===== config.mk =====
export PLATFORM = sky130hd
export DESIGN_NAME = uart_tx
export DESIGN_NICKNAME = d
export VERILOG_FILES = /design/src/rtl/uart_tx.sv
export SDC_FILE = /design/constraint.sdc
export NUM_CORES = 1
export LEC_CHECK = 0
export CELL_PAD_IN_SITES_DETAIL_PLACEMENT = 0
export CELL_PAD_IN_SITES_GLOBAL_PLACEMENT = 1
export CORE_UTILIZATION = 28
export DETAILED_ROUTE_END_ITERATION = 6
export PLACE_DENSITY_LB_ADDON = 0.1
export SYNTH_ARGS = -nofsm -noshare
export SYNTH_HDL_FRONTEND = slang
export SYNTH_SLANG_ARGS = --single-unit

===== constraint.sdc =====
create_clock -name clk -period 5.15 [get_ports clk]
set_input_delay 0.515 -clock clk [delete_from_list [all_inputs] [get_ports clk]]
set_output_delay 0.515 -clock clk [all_outputs]
set_load 0.03 [all_outputs]

===== src/rtl/uart_tx.sv =====
// 8N1 UART transmitter: accepts a byte on a valid/ready handshake and shifts it
// out LSB first on a registered, idle-high serial line.
module uart_tx #(
  parameter int unsigned CLKS_PER_BIT = 87
) (
  input  logic       clk,
  input  logic       rst,
  input  logic [7:0] tx_byte,
  input  logic       tx_valid,
  output logic       tx_ready,
  output logic       data_out,
  output logic       tx_done
);

  localparam int unsigned TIMER_W = (CLKS_PER_BIT > 1) ? $clog2(CLKS_PER_BIT) : 1;
  localparam logic [TIMER_W-1:0] TIMER_LAST = TIMER_W'(CLKS_PER_BIT - 1);

  typedef enum logic [1:0] {
    IDLE,
    START,
    DATA,
    STOP
  } state_t;

  state_t               state;
  logic [TIMER_W-1:0]   timer;
  logic [2:0]           bit_idx;
  logic [7:0]           shifter;
  logic                 bit_end;

  // Last cycle of the current serial bit; the timer wraps here so bit edges never drift.
  assign bit_end = (timer == TIMER_LAST);

  always_ff @(posedge clk) begin
    if (rst) begin
      state    <= IDLE;
      timer    <= '0;
      bit_idx  <= '0;
      shifter  <= '0;
      data_out <= 1'b1;
      tx_ready <= 1'b1;
      tx_done  <= 1'b0;
    end else begin
      tx_done <= 1'b0;
      case (state)
        IDLE: begin
          if (tx_valid && tx_ready) begin
            shifter  <= tx_byte;
            timer    <= '0;
            data_out <= 1'b0;
            tx_ready <= 1'b0;
            state    <= START;
          end
        end

        START: begin
          if (bit_end) begin
            timer    <= '0;
            bit_idx  <= '0;
            data_out <= shifter[0];
            state    <= DATA;
          end else begin
            timer <= timer + TIMER_W'(1);
          end
        end

        DATA: begin
          if (bit_end) begin
            timer <= '0;
            if (bit_idx == 3'd7) begin
              data_out <= 1'b1;
              state    <= STOP;
            end else begin
              // Next data bit comes from the shifter before it is shifted down.
              bit_idx  <= bit_idx + 3'd1;
              shifter  <= {1'b0, shifter[7:1]};
              data_out <= shifter[1];
            end
          end else begin
            timer <= timer + TIMER_W'(1);
          end
        end

        STOP: begin
          if (bit_end) begin
            timer    <= '0;
            tx_ready <= 1'b1;
            tx_done  <= 1'b1;
            state    <= IDLE;
          end else begin
            timer <= timer + TIMER_W'(1);
          end
        end

        default: begin
          state    <= IDLE;
          data_out <= 1'b1;
          tx_ready <= 1'b1;
        end
      endcase
    end
  end

endmodule


# [After elaboration in Yosys (flattened, before gate mapping)]
# Cells that the tools add are included.
[totals] elab_cells=59 regBits=23
[classes] reduce_logical=13 mux=25 bitwise_logic=1 add_sub_neg=2 eq_ne=11
[op_table] op="$mux W8" n=3
[op_table] op="$pmux W8 S2" n=1
[op_table] op="$mux W7" n=2
[op_table] op="$pmux W7 S2" n=1
[op_table] op="$ne A2 B2 Y1 const B" n=6
[op_table] op="$reduce_and A4 Y1" n=3
[op_table] op="$mux W2" n=5
[op_table] op="$mux W3" n=3
[op_table] op="$pmux W2 S4" n=1
[op_table] op="$add A7 B1 Y7 const B" n=1
[op_table] op="$eq A7 B7 Y1 const B" n=1
[op_table] op="$mux W1" n=6
[op_table] op="$pmux W3 S2" n=1
[op_table] op="$reduce_bool A2 Y1" n=3
[op_table] op="$reduce_and A5 Y1" n=1
[op_table] op="$eq A2 B2 Y1 const B" n=2
[op_table] op="$add A3 B1 Y3 const B" n=1
[op_table] op="$eq A3 B3 Y1 const B" n=1
[op_table] op="$pmux W1 S3" n=1
[op_table] op="$reduce_and A3 Y1" n=1
[op_table] op="$reduce_bool A3 Y1" n=1
[op_table] op="$reduce_or A3 Y1" n=1
[op_table] op="$eq A2 B1 Y1 const B" n=1
[op_table] op="$logic_not A2 Y1" n=1
[op_table] op="other kinds (4)" n=4

# [Logic depth before layout (Yosys ltp)]
[logic_depth] ltp_word=4 mapped_depth=8 depth_no_buf=6

# [Worst setup path after synthesis]
# Ideal clock, no wire load.
[synth_path] path_kind="reg2reg" start="register state[0]" end="register shifter[5]" stages_incl_launch_ff=9 path_buffers=2 setup_ns=0.070 arrival_ns=1.643 t_required_ns=5.080 path_slack_ns=3.437 cell_sequence="dfxtp_1 > inv_1 > ha_1 > buf_4 > nor2b_1 > a41oi_4 > buf_6 > or3_1 > a21oi_1"
[synth_between] elab_chain_len=3 elab_cells_between_ends=8 classes_between="eq/ne (4); mux (1); reduce/logical (3)"
[synth_lines] element="start: declaration" line="25" text="state_t state;"
[synth_lines] element="start signal: assignment" line="36" text="state <= IDLE;"
[synth_lines] element="start signal: assignment" line="52" text="state <= START;"
[synth_lines] element="start signal: assignment" line="61" text="state <= DATA;"
[synth_lines] element="$eq A2 B2 Y1 or $logic_not A2 Y1 (tied branches)" line="45" text="case (state)"
[synth_lines] element="$ne A2 B2 Y1 (no line) or $reduce_bool A2 Y1 (tied branches)"
[synth_lines] element="$reduce_and A4 Y1 (no line)"
[synth_lines] element="end signal: assignment" line="48" text="shifter <= tx_byte;"
[synth_lines] element="end signal: assignment" line="76" text="shifter <= {1'b0, shifter[7:1]};"
[synth_lines] element="end: declaration" line="28" text="logic [7:0] shifter;"
# Parallel ways exist; a longest one is shown, timed or not.
# A chain may end at the register's enable or synchronous reset.

# [Final worst setup path]
[layout_path] start="register state[0]" end="register timer[1]"
[layout_between] elab_chain_len=3 elab_cells_between_ends=7 classes_between="eq/ne (4); mux (1); reduce/logical (2)"
[layout_lines] element="$eq A2 B2 Y1 or $eq A2 B1 Y1 (tied branches)" line="45"
[layout_lines] element="$reduce_or A3 Y1 (no line)"
[layout_lines] element="$pmux W7 S2" line="45"
[layout_lines] element="end signal: assignment" line="63" text="timer <= timer + TIMER_W'(1);"
[layout_lines] element="end signal: assignment" line="80" text="timer <= timer + TIMER_W'(1);"
[layout_lines] element="end signal: assignment" line="91" text="timer <= timer + TIMER_W'(1);"
[layout_lines] element="end: declaration" line="26" text="logic [TIMER_W-1:0] timer;"
# Parallel ways exist; a longest one is shown, timed or not.

==> metrics.txt <==
status complete, no violations; Detailed Place HPWL 1840 um; Arr. time, crit path 2.74 ns; sequential share of the synthesized area 35.2%; Leak 0.589 nW; clock skew 0.00807 ns; Util after Layout 33.8%; Die W 70.4 um; routed vias 1004; Hold Path End shifter[3]; share of layout cells above drive strength 1 5.77%; final number of max-transition violations 0; drt pass-1 iters 4; crit path capture type flip-flop; Yosys warning count 0; IO Pins 14; period utilization 49.7%; type of the tightest min-delay check flip-flop to flip-flop; Routed Antenna Nets 0; Wirelength per Cell 12.8 um; Reg2Reg Depth 5; f_max 390 MHz; DIE HEIGHT 70.4 um; Core ar. 4410 sq um; clock slew at reported path FFs 0.09 ns; Initial Util 29.6%; Storage cell area 460 sq um; hold wc startpoint shifter[3]; max cap viols 0; initial DRC count 85; worst r2r src state[0]; setup TNS 0 ns; number of global-route vias before repair 997; hold buffer count at cts 0; Longest Clk Path Bufs 2; RR Endpoint timer[1]; slowest CP cell a21boi_1; area grow syn2layout 14.0%; largest net degree at the start of global routing 20; Site Rows 24; worst-margin pin slew 1.21 ns; Final setup violation count 0; post_cts resized 0; critical path class flip-flop to flip-flop; clk root buf clkbuf_8; Layout Nets 178; TritonCTS buffer count 3; Tmin final 2.56 ns; antenna violations before repair 0; number of fill cells 459; Worst-Skew Late Latency 0.26 ns; worst relative slew slack 19.5%; Net Count, Synth 169; CP Cell Sequence inv_1 > ha_1 > a21boi_1 > o21bai_1 > a211oi_1; Max FO, Critical Path 19; synthesized area 1310 sq um; worst hold stages 2; Avg Cell Area, Syn 8.84 sq um; DRC 0; GRT Total Usage 11.8%; total gr overflow 0; CP required 5.33 ns; Tot Pwr 0.000591 W; RSZ-0062 raised after global routing false; CTS tree built; clk sink count 23; global-route wire length before repair 4690 um; # diodes 0; Die ar. 4950 sq um; PD cells 396 nW/um^2; Netlist cell types 39; area of the multi-input gates 768 sq um; r2r setup slk 2.59 ns; depth of the CTS H-tree 1; routability cong. 0.784; number of buffers added for setup after CTS 0; vias per cell 4.83; CP Launch Point state[0]; Seq cells post-synth 23; Hold Fails Final Rpt 0; Post-Route WL 2650 um; port buffer count 13; peak supply drop 0.185 mV; Worst path max stage delay 0.98 ns; Critical Path Start Type flip-flop; Mapped Cells 148
report_power, final:
group / switching, W / internal [W] / leakage, nW
clock network: 0.0000575 / 0.0000552 / 0.0228
registers: 0.0000252 / 0.000219 / 0.188
logic: 0.000136 / 0.0000979 / 0.379
synth_stat cells:
cell type / count / share of area (%)
a211oi_1: 2 / 1.1
a21bo_2: 1 / 0.76
a21boi_1: 1 / 0.57
a21oi_1: 14 / 5.4
a31oi_1: 1 / 0.48
a41o_1: 1 / 0.76
a41oi_4: 1 / 2.1
and2_1: 3 / 1.4
and3_1: 2 / 0.96
and3_2: 1 / 0.57
and4b_1: 1 / 0.76
and4bb_1: 1 / 0.96
buf_1: 1 / 0.29
buf_2: 1 / 0.38
buf_4: 1 / 0.57
buf_6: 2 / 1.7
clkbuf_1: 3 / 0.86
clkbuf_4: 1 / 0.57
dfxtp_1: 23 / 35
ha_1: 10 / 9.6
inv_1: 6 / 1.7
mux2i_1: 10 / 7.6
nand2_1: 10 / 2.9
nand2b_1: 1 / 0.48
nand3_1: 1 / 0.38
nand3b_1: 1 / 0.57
nand4_1: 2 / 0.96
nand4b_1: 1 / 0.67
nor2_1: 14 / 4.0
nor2b_1: 1 / 0.48
nor3_1: 2 / 0.76
nor3b_1: 1 / 0.57
o211a_1: 1 / 0.76
o21ai_0: 10 / 3.8
o21bai_1: 2 / 1.1
o311ai_0: 1 / 0.67
or3_1: 5 / 2.4
or3_2: 3 / 1.7
xor2_1: 5 / 3.3
cell families (layout without fill, tap and decap cells):
family,Yosys count,after routing,share of synthesized area [%]
AOI/OAI and AO/OA,35,35,17.6
buffers and inverters,15,23,6.12
xor gates and xnor gates,5,5,3.35
muxes,10,10,7.65
adders and majority gates,10,10,9.56
and+or+nand+nor,50,50,20.6
DFF,23,23,35.2
worst max path at each step:
stage                  to  cells past startpoint
6_report         timer[1]                      5
5_1_grt          timer[1]                      5
4_1_cts          timer[1]                      5
3_5_place_dp     timer[1]                      4
3_3_place_gp     timer[1]                      4
2_1_floorplan  shifter[5]                      8
cell type report:
class                      instances  area share (%)
multi-input combinational        110            51.5
sequential                        23            30.9
clock buffer                       4            3.02
inverter                           6            1.51
timing repair buffer              13            8.72
tap                               52            4.36
per-layer routing:
layer	part of all wire [%]	up-vias	global-route usage [%]
li1	-	531	-
met2	45	16	18.8
met4	1.3	0	2.67
met1	50	453	15.3
met3	3.8	4	3.75
met5	0	-	0
state kept, by name (all words and copies together) (netlist names):
signal	count
bit_idx	3
tx_done	1
timer	7
shifter	8
data_out	1
tx_ready	1
state	2
metrics by stage:
stage | std cells | area, sq um | worst slack [ns] | hold slack [ns]
2_1_floorplan | 148 | 1310 | 3.44 | 0.445
3_3_place_gp | 204 | 1450 | 2.42 | 0.461
3_5_place_dp | 204 | 1450 | 2.35 | 0.468
5_1_grt | 208 | 1490 | 2.15 | 0.497
4_1_cts | 208 | 1490 | 2.53 | 0.477
6_report | 208 | 1490 | 2.59 | 0.475
critical path, delay by kind of cell (launching register included):
kind,cells,cell delay [ns]
buf+inv,1,0.14
fa+ha+maj,1,0.28
flops,1,0.34
compound gates,3,1.72
cell usage in the layout (no fill, tap or decap), types with 6 or more instances in the layout:
cell type	n
dfxtp_1	23
a21oi_1	14
clkdlybuf4s50_1	13
ha_1	10
o21ai_0	10
inv_1	6
nor2_1	14
mux2i_1	10
nand2_1	10
No activity file was read; power rests on OpenSTA's default activity.
